**src/rtl/prbs_burst_ctrl.sv**
```systemverilog
// ============================================================================
// Module   : prbs_burst_ctrl (with helper lfsr)
// Function : Bounded PRBS word burst from a Galois LFSR over a valid/ready stream
// Revision : 1.0
// ============================================================================
`default_nettype none

module lfsr #(
  parameter int          LEN  = 8,
  parameter logic [LEN-1:0] TAPS = 8'b10111000
) (
  input  logic           clk,
  input  logic           rst,
  input  logic           en,
  input  logic [LEN-1:0] seed,
  output logic [LEN-1:0] state
);
  logic [LEN-1:0] state_q, state_d;

  // A zero seed would lock the register, so it selects all ones instead.
  always_comb begin
    state_d = state_q;
    if (rst)
      state_d = (seed == '0) ? '1 : seed;
    else if (en)
      state_d = (state_q >> 1) ^ (state_q[0] ? TAPS : '0);
  end

  always_ff @(posedge clk) begin
    state_q <= state_d;
  end

  assign state = state_q;
endmodule

module prbs_burst_ctrl #(
  parameter int             LEN  = 8,
  parameter logic [LEN-1:0] TAPS = 8'b10111000,
  parameter int             CNTW = 16
) (
  input  logic            clk,
  input  logic            rst_n,
  input  logic            start,
  input  logic [LEN-1:0]  seed,
  input  logic [CNTW-1:0] count,
  input  logic            abort,
  output logic            out_valid,
  input  logic            out_ready,
  output logic [LEN-1:0]  out_data,
  output logic            busy,
  output logic            done
);
  typedef enum logic [1:0] {
    IDLE   = 2'd0,
    LOAD   = 2'd1,
    STREAM = 2'd2,
    DONE   = 2'd3
  } state_t;

  state_t          state_q, state_d;
  logic [LEN-1:0]  seed_q, seed_d;
  logic [CNTW-1:0] remaining_q, remaining_d;
  logic [LEN-1:0]  lfsr_state;
  logic            handshake;

  assign handshake = (state_q == STREAM) && out_ready;

  always_ff @(posedge clk or negedge rst_n) begin
    if (!rst_n) begin
      state_q     <= IDLE;
      seed_q      <= '0;
      remaining_q <= '0;
    end else begin
      state_q     <= state_d;
      seed_q      <= seed_d;
      remaining_q <= remaining_d;
    end
  end

  always_comb begin
    state_d     = state_q;
    seed_d      = seed_q;
    remaining_d = remaining_q;
    case (state_q)
      IDLE: begin
        if (start) begin
          if (count != '0) begin
            seed_d      = seed;
            remaining_d = count;
            state_d     = LOAD;
          end else begin
            state_d = DONE;
          end
        end
      end
      LOAD:   state_d = STREAM;
      STREAM: begin
        if (handshake) begin
          remaining_d = remaining_q - 1'b1;
          if (remaining_q == CNTW'(1))
            state_d = DONE;
        end
      end
      DONE:    state_d = IDLE;
      default: state_d = IDLE;
    endcase
    // Abort wins over normal progress; a coincident handshake still steps the LFSR.
    if (abort && (state_q != IDLE))
      state_d = IDLE;
  end

  lfsr #(
    .LEN  (LEN),
    .TAPS (TAPS)
  ) u_lfsr (
    .clk   (clk),
    .rst   (state_q == LOAD),
    .en    (handshake),
    .seed  (seed_q),
    .state (lfsr_state)
  );

  assign out_valid = (state_q == STREAM);
  assign out_data  = out_valid ? lfsr_state : '0;
  assign busy      = (state_q != IDLE);
  assign done      = (state_q == DONE);
endmodule

`default_nettype wire

```
**config.mk**
```make
export PLATFORM = sky130hd
export DESIGN_NAME = prbs_burst_ctrl
export DESIGN_NICKNAME = d
export VERILOG_FILES = /design/src/rtl/prbs_burst_ctrl.sv
export SDC_FILE = /design/constraint.sdc
export NUM_CORES = 1
export LEC_CHECK = 0
export ABC_AREA = 0
export BUFFER_PORTS_ARGS = -buffer_cell sky130_fd_sc_hd__buf_2
export CAP_MARGIN = 20
export CORE_MARGIN = 4
export CORE_UTILIZATION = 50
export CTS_CLUSTER_DIAMETER = 120
export DETAILED_ROUTE_END_ITERATION = 10
export PLACE_DENSITY = 0.73
export SYNTH_ARGS = -nofsm -noshare
export SYNTH_HDL_FRONTEND = slang
export SYNTH_SLANG_ARGS = --single-unit
export TNS_END_PERCENT = 5
```
**constraint.sdc**
```tcl
create_clock -name clk -period 2.4 [get_ports clk]
set_input_delay 0.36 -clock clk [delete_from_list [all_inputs] [get_ports clk]]
set_output_delay 0.36 -clock clk [all_outputs]
set_load 0.01 [all_outputs]
```
; Word level (Yosys, flattened, before mapping)
; Index checks and enable logic that the tools add are counted.
[totals]
register_bits = 34
inputBits = 29
elab_cells = 42
[classes]
add_sub_neg = 1
eq_ne = 10
muxes = 15
bitwise = 1
reduce_logical = 11
[ops]
columns = cell, n
row1 = 16-bit 2-to-1 mux, 3
row2 = 8-bit 2-to-1 mux, 5
row3 = 16-bit one-hot mux with 2 select lines, 1
row4 = "16-bit by 1-bit equality test with 1-bit output, second input constant", 1
row5 = 16-bit nonzero test, 1
row6 = "16-bit by 1-bit subtractor with 16-bit output, second input constant", 1
row7 = 2-bit 2-to-1 mux, 5
row8 = 8-bit zero test, 1
row9 = 2-bit one-hot mux with 4 select lines, 1
row10 = 7-bit by 8-bit XOR with 8-bit output, 1
row11 = "3-bit by 1-bit != test with 1-bit output, second input constant", 2
row12 = 3-bit AND reduction, 2
row13 = 2-bit nonzero test, 3
row14 = "2-bit equality test, second input constant", 2
row15 = "2-bit != test, second input constant", 2
row16 = 4-bit AND reduction, 1
row17 = "3-bit != test, second input constant", 1
row18 = "2-bit by 1-bit equality test with 1-bit output, second input constant", 1
row19 = 1-bit logical AND, 2
row20 = 2-bit zero test, 1
row21 = "2-bit by 1-bit != test with 1-bit output, second input constant", 1

; Depth between registers and ports, before layout
; Gate-level depths: netlist of the first run.
[depth]
ltp_word = 5
mapped_depth = 8

; Cells and area by module
; From an unflattened synthesis of the first run, not the netlist that was laid out.
[hier_totals]
cells_unflattened = 231
hier_area_um2 = 2140.8
[by_module_without_submodules]
columns = mod, n_inst, cells_per_inst, area_per_inst_um2, seq_area_each_um2
row1 = prbs_burst_ctrl, 1, 191, 1725.4, 650.6
row2 = lfsr, 1, 40, 415.4, 240.2

; Worst setup path before layout of the first run
; Ideal clock, no wire load.
[synth_timing]
kind = register to register
startpoint = reg state_q[0]
endpoint = reg remaining_q[11]
setup_ps = 121
arrival_ps = 1692
required_time_ps = 2279
setup_slack_ps = 586
stages_incl_launch_ff = 7
n_path_buf = 2
path_cell_list = dfrtp_1 > inv_1 > ha_1 > clkbuf_1 > buf_1 > a41oi_1 > o22a_1
[synth_via]
elab_chain_len = 4
elab_cells_between_ends = 9
cone_classes = eq/ne (4) / mux (1) / reduce/logical (4)
[synth_lines]
columns = element, line_no
row1 = "start, declared", 60  ; state_t state_q, state_d;
row2 = "start signal, assigned", 74  ; state_q <= state_d;
row3 = 2-bit equality test (*), --
row4 = named net out_valid, 47  ; output logic out_valid,
row5 = 1-bit logical AND, 66  ; assign handshake = (state_q == STREAM) && out_ready;
row6 = 2-bit by 1-bit != test with 1-bit output (no line), --
row7 = 4-bit AND reduction (no line), --
row8 = "end signal, assigned", 76  ; remaining_q <= remaining_d;
row9 = "end, declared", 62  ; logic [CNTW-1:0] remaining_q, remaining_d;
; The timed path passes the listed nets; every way through them passes the cells marked *.
; A chain may end at the register's enable or synchronous reset.

; Final worst setup path of the first run
[layout_timing]
startpoint = reg state_q[0]
endpoint = reg remaining_q[15]
[layout_via]
elab_chain_len = 4
elab_cells_between_ends = 9
cone_classes = eq/ne (4) / mux (1) / reduce/logical (4)
[layout_lines]
columns = element, line_no
row1 = 2-bit equality test, "66, 84"
row2 = 1-bit logical AND, 66
row3 = 2-bit by 1-bit != test with 1-bit output (no line), --
row4 = 4-bit AND reduction (no line), --
; Several ways; a longest one is shown, not always the timed one.

==> results of run 1 <==
==> per-layer routing <==
metal	track usage	routed length (microns)	vias to the layer above
met5	0	0	-
met4	0.05428	59	0
met3	0.07574	335	8
met2	0.2949	2068	50
met1	0.2465	2217	825
li1	-	-	850
==> metrics by stage <==
stage	hold slack, ns	power, mW	instances	setup slack, ns
floorplan	0.06441	2.099	207	0.5864
global placement	0.4043	2.428	287	0.3295
detailed placement	0.4032	2.463	287	0.3015
CTS	0.08561	2.883	295	0.3602
global route	0.1070	3.098	295	0.2436
finish	0.06847	2.881	295	0.3462
==> state kept, by name, summed over array words and instances, names as in the netlist <==
name / cells
u_lfsr.state: 8
state_q: 2
remaining_q: 16
seed_q: 8
==> synth_stat cells, types with 4 or more instances <==
library cell / count
dfrtp_1: 26
nor2_1: 20
o22a_1: 15
a21oi_1: 12
inv_1: 11
o21ai_0: 11
a31oi_1: 10
and2_1: 9
edfxtp_1: 8
clkbuf_1: 7
mux2_2: 7
ha_1: 6
nand2_1: 6
nor4_1: 6
mux2i_1: 4
nand3_1: 4
nand4_1: 4
nor2b_1: 4
==> critical path, cell delays in order (launching register included) <==
cell	delay, ns
dfrtp_1	0.43
inv_1	0.10
ha_1	0.21
inv_1	0.12
nor2_1	0.21
o221ai_2	0.16
buf_12	0.19
or4b_1	0.47
nand4_1	0.09
==> worst max path at each step <==
stage / to / slack (ns) / cells after the start
after floorplan: remaining_q[11] / 0.59 / 6
after global placement: remaining_q[6] / 0.33 / 7
after detailed placement: remaining_q[13] / 0.30 / 7
after CTS: remaining_q[15] / 0.36 / 8
after global routing: remaining_q[15] / 0.24 / 8
final: remaining_q[15] / 0.35 / 8
==> where the power goes <==
part | leakage (nW) | internal, mW | switching [mW]
Combinational | 0.585 | 0.573 | 0.647
Sequential | 0.381 | 0.942 | 0.305
Clock | 0.0450 | 0.201 | 0.213
Total | 1.01 | 1.72 | 1.17
==> logic make-up (layout without fill, tap and decap cells) <==
group / after synthesis / count (layout) / share of synthesized area
DFF: 34 / 34 / 0.4371
buffers and inverters: 22 / 62 / 0.04236
AOI/OAI and AO/OA: 61 / 61 / 0.2087
and+or+nand+nor: 70 / 70 / 0.2038
adders and majority gates: 6 / 6 / 0.03683
muxes: 11 / 11 / 0.05832
xor gates and xnor gates: 3 / 3 / 0.01289
==> layout make-up <==
class	count	area, sq um
fill	349	1419
multi-input combinational	151	1067
sequential	34	890.9
timing repair buffer	43	237.7
clock buffer	6	72.57
tap	48	60.06
inverter	11	41.29
clock inverter	2	10.01
==> key figures, run 1 <==
Yosys
  – Ys Warns: 0
  – Syn avg cell area: 9.846 sq um
  – Synth async-reset ratio: 0.7647
  – Syn Nets: 242
  – Ranking of synthesized cells by area: dfrtp_1, edfxtp_1, o22a_1
  – Synth Instances: 207
  – Synth Register Bits: 34
  – Cell taking the most area after synthesis: dfrtp_1
  – Post-synthesis sequential area ratio: 0.4371
  – Yosys cell types: 43
  – Area fraction of the dominant cell type after synthesis: 0.3192
  – Post-synth EDFFs: 8
  – Ys flop type: dfrtp_1
  – Syn Std Cell Area: 0.002038 sq mm

Global routing
  – Largest net degree at the start of global routing: 40
  – GRT Overall Usage: 0.1905
  – Initial antenna violation count: 0
  – Grt ovf: 0
  – First-pass GRT wire length: 7707 microns
  – Vias in the first global route: 1,658

Floorplanning
  – Core area: 0.003799 sq mm
  – Row Count: 22
  – DIE WIDTH: 71.85 microns
  – Die Y: 71.85 microns
  – Initial core utilization: 0.5366
  – IO Count: 40
  – Die Area: 0.005162 sq mm

STA
  – Final Skew: 0.01180 ns
  – RSZ-0062 raised after global routing: no
  – Period Utilization, post-route: 0.8557
  – Slew Viols, Final: 0
  – Setup TNS: 0 ns
  – Final hold vios: 0
  – Fmax: 0.4869 GHz
  – # setup viols final: 0
  – Fin crit period: 2.054 ns
  – Slew Limit Headroom: 0.6020
  – Slew @ Worst Pin: 0.5971 ns

Layout
  – Area growth, synth to finish: 16.76%
  – Final #Nets: 281
  – Share of layout cells above drive strength 1: 0.2672
  – Most common cell after layout, fill and taps aside: buf_2
  – Layout Cell Area excl Fill: 0.002380 sq mm
  – Final Util: 0.6265
  – # diodes: 0
  – Most frequent cells in the layout: buf_2, dfrtp_1, nor2_1, o22a_1, a21oi_1

Clock network
  – CTS H-tree lvls: 2
  – Total CTS buffers: 5
  – Hold buffer count at cts: 0
  – Setup Fix Bufs, Post-CTS: 0
  – Post-cts sizing count: 0
  – Root Driver: clkbuf_8
  – Clock Sinks: 34
  – Clock buffer depth: 2
  – Worst skew pair latency: 0.29 ns
  – Worst-path clk slew: 0.08 ns
  – TritonCTS clock tree: done

Setup path
  – RR Startpoint: state_q[0]
  – Reg-to-Reg End: remaining_q[15]
  – Crit Path Max Fanout: 32
  – Reg-to-reg setup timing slack: 0.35 ns
  – Worst path required time: 2.62 ns
  – Worst path arrival time: 2.27 ns
  – Crit start category: register
  – WS Path Type: reg2reg
  – CP Launch Point: state_q[0]
  – R2R cell count: 8
  – CP Capture Type: register

Job
  – Max-Cap Viols: 0

Detailed routing
  – Starting DRC count in detailed routing: 93
  – DRC: 0
  – Vias post-DR: 1,733
  – Vias per cell: 5.875
  – Routed len/inst: 15.86 microns
  – Antenna Nets Post-Route: 0
  – Initial DRT Pass Iterations: 4
  – Post-Route WL: 4680 microns

Outcome
  – Status: finished clean

Place
  – Hpwl dp: 3438 microns
  – PortBufs: 39
  – Placed cell area: 0.002297 sq mm
  – Final Wtd Congestion: 0.8006

Worst hold path
  – Hold WC Path Type: in2async

Pwr
  – Leakage: 1.012 nW
  – Power Density: 1211 mW/mm^2
  – VDD IR-drop max: 0.6502 mV
Note: power is estimated with default switching activity, not from simulation.
==> run 2, diff against run 1 <==
- RECOVER_POWER: unset -> 100
==> key figures, run 2 (synthesized netlist as in run 1, its figures left out) <==
Pwr
  – Power Density: 1209 mW/mm^2 (-0.11%)
  – Leakage: 0.9699 nW (-4.1%)
  – VDD IR-drop max: 0.6448 mV (-0.82%)

STA
  – Fin crit period: 2.096 ns (+0.04225 ns)
  – Setup TNS: 0 ns (unchanged)
  – Final hold vios: 0 (unchanged)
  – # setup viols final: 0 (unchanged)
  – Final Skew: 0.01035 ns (-0.001448 ns)
  – Fmax: 0.4771 GHz (-2.0%)
  – Period Utilization, post-route: 0.8733 (+0.01760)
  – Slew @ Worst Pin: 1.429 ns (+0.8315 ns)
  – Slew Viols, Final: 0 (unchanged)
  – RSZ-0062 raised after global routing: no
  – Slew Limit Headroom: 0.04765 (-0.5543)

Floorplanning
  – DIE WIDTH: 71.85 microns (unchanged)
  – Die Area: 0.005162 sq mm (unchanged)
  – Row Count: 22 (unchanged)
  – Initial core utilization: 0.5366 (unchanged)
  – Die Y: 71.85 microns (unchanged)
  – IO Count: 40 (unchanged)
  – Core area: 0.003799 sq mm (unchanged)

Setup path
  – CP Capture Type: register
  – CP Launch Point: state_q[0]
  – Worst-path cell chain: inv_1, ha_1, inv_1, nor2_1, o221ai_1, buf_12, or4b_1, nand4_1
  – Max stage delay cell, worst path: or4b_1
  – CP peak stage delay: 0.47 ns (about the same)
  – Crit start category: register
  – Critical path's top delay family: simple AND/OR/NAND/NOR gates
  – Worst path arrival time: 2.32 ns (+0.05 ns)
  – Most used cell, CP: inv_1
  – Crit Path Max Fanout: 32 (unchanged)
  – CP bufs+invs: 3 (unchanged)
  – RR Startpoint: state_q[0]
  – Worst path required time: 2.62 ns (about the same)
  – WS Path Type: reg2reg

Detailed routing
  – Antenna Nets Post-Route: 0 (unchanged)
  – DRC: 0 (unchanged)
  – Vias post-DR: 1,727 (-0.35%)
  – Starting DRC count in detailed routing: 111 (+19%)
  – Initial DRT Pass Iterations: 4 (unchanged)
  – Routed len/inst: 15.78 microns (-0.51%)
  – Vias per cell: 5.854 (-0.35%)
  – Post-Route WL: 4656 microns (-0.51%)

Outcome
  – Status: finished clean

Global routing
  – Grt ovf: 0 (unchanged)
  – First-pass GRT wire length: 7707 microns (unchanged)
  – Initial antenna violation count: 0 (unchanged)
  – Vias in the first global route: 1,658 (unchanged)
  – Largest net degree at the start of global routing: 40 (unchanged)
  – GRT Overall Usage: 0.1905 (unchanged)

Place
  – Hpwl dp: 3438 microns (unchanged)
  – Final Wtd Congestion: 0.8006 (unchanged)
  – PortBufs: 39 (unchanged)

Worst hold path
  – HP Start: seed[4]
  – Hold WC Path Type: in2reg

Layout
  – Register area: 890.9 sq um (unchanged)
  – Most common cell after layout, fill and taps aside: buf_2
  – Area taken by multi-input logic gates: 0.001054 sq mm (-1.3%)
  – FILL cells: 358 (+2.6%)
  – Area growth, synth to finish: 15.47%
  – Final #Nets: 281 (unchanged)
  – # diodes: 0 (unchanged)
  – Final Util: 0.6196 (-0.006917)
  – Most frequent cells in the layout: buf_2, dfrtp_1, nor2_1, o22a_1, a21oi_1
  – Share of layout cells above drive strength 1: 0.2186 (-0.04858)
  – Register with the most flip-flops: remaining_q
  – Max reg flops: 16 (unchanged)

Clock network
  – TritonCTS clock tree: done
  – Worst-path clk slew: 0.08 ns (about the same)
  – Setup Fix Bufs, Post-CTS: 0 (unchanged)
  – Root Driver: clkbuf_8
  – Total CTS buffers: 5 (unchanged)
  – CTS H-tree lvls: 2 (unchanged)
  – Clock Sinks: 34 (unchanged)
  – Worst skew pair latency: 0.29 ns (about the same)
  – Hold buffer count at cts: 0 (unchanged)
  – Clock buffer depth: 2 (unchanged)
  – Post-cts sizing count: 0 (unchanged)

Job
  – Max-Cap Viols: 0 (unchanged)
==> run 2: cell count changes in the layout (fill, tap and decap cells not counted), sizes merged <==
cell    previous run  this run
buf               43        35
clkbuf             6        14
==> run 2: stage by stage <==
step                      setup slack (ns)  area (sq um)  power (mW)  hold slack [ns]  cells
after global placement              0.3295          2297       2.428           0.4043    287
after floorplan                     0.5864          2038       2.099          0.06441    207
after detailed placement            0.3015          2297       2.463           0.4032    287
after global routing                0.1968          2354       3.071           0.2891    295
final                               0.3040          2354       2.846           0.2825    295
after CTS                           0.3602          2380       2.883          0.08561    295
==> run 2: worst reg2reg max path: stages (launching register included) <==
cell and delay, ns:
dfrtp_1 0.44, inv_1 0.11, ha_1 0.21, inv_1 0.11, nor2_1 0.17, o221ai_1 0.21, buf_12 0.22, or4b_1 0.47
nand4_1 0.09
==> run 2: final cells by class <==
cell class / instances / area share
flip-flops and latches: 34 / 0.3785
repair buffers: 43 / 0.09569
well taps: 48 / 0.02552
clock inverters: 2 / 0.004253
inverters: 11 / 0.01754
clock buffers: 6 / 0.03083
multi-input cells: 151 / 0.4476
==> run 2: layer usage <==
metal / vias up / part of all wire / global-route usage
met5: - / 0 / 0
met4: 0 / 0.013 / 0.05428
met3: 8 / 0.071 / 0.07574
met2: 43 / 0.45 / 0.2949
met1: 825 / 0.47 / 0.2465
li1: 851 / - / -
==> run 2: final timing paths <==
check	end	slack [ns]	cells past startpoint
min in group asynchronous	seed_q[6]	0.39	1
worst min-delay path	seed_q[4]	0.28	3
worst max register to register	remaining_q[15]	0.30	8
max in group asynchronous	seed_q[0]	1.17	1
worst min register to register	remaining_q[14]	0.52	2
worst max-delay path	remaining_q[15]	0.30	8
==> run 2: power breakdown <==
| part | total (mW) | switching [mW] | internal, mW | leakage (nW) |
|---|---|---|---|---|
| Sequential | 1.24 | 0.297 | 0.943 | 0.381 |
| Clock | 0.413 | 0.212 | 0.201 | 0.0450 |
| Combinational | 1.19 | 0.641 | 0.552 | 0.544 |
| Total | 2.85 | 1.15 | 1.70 | 0.970 |
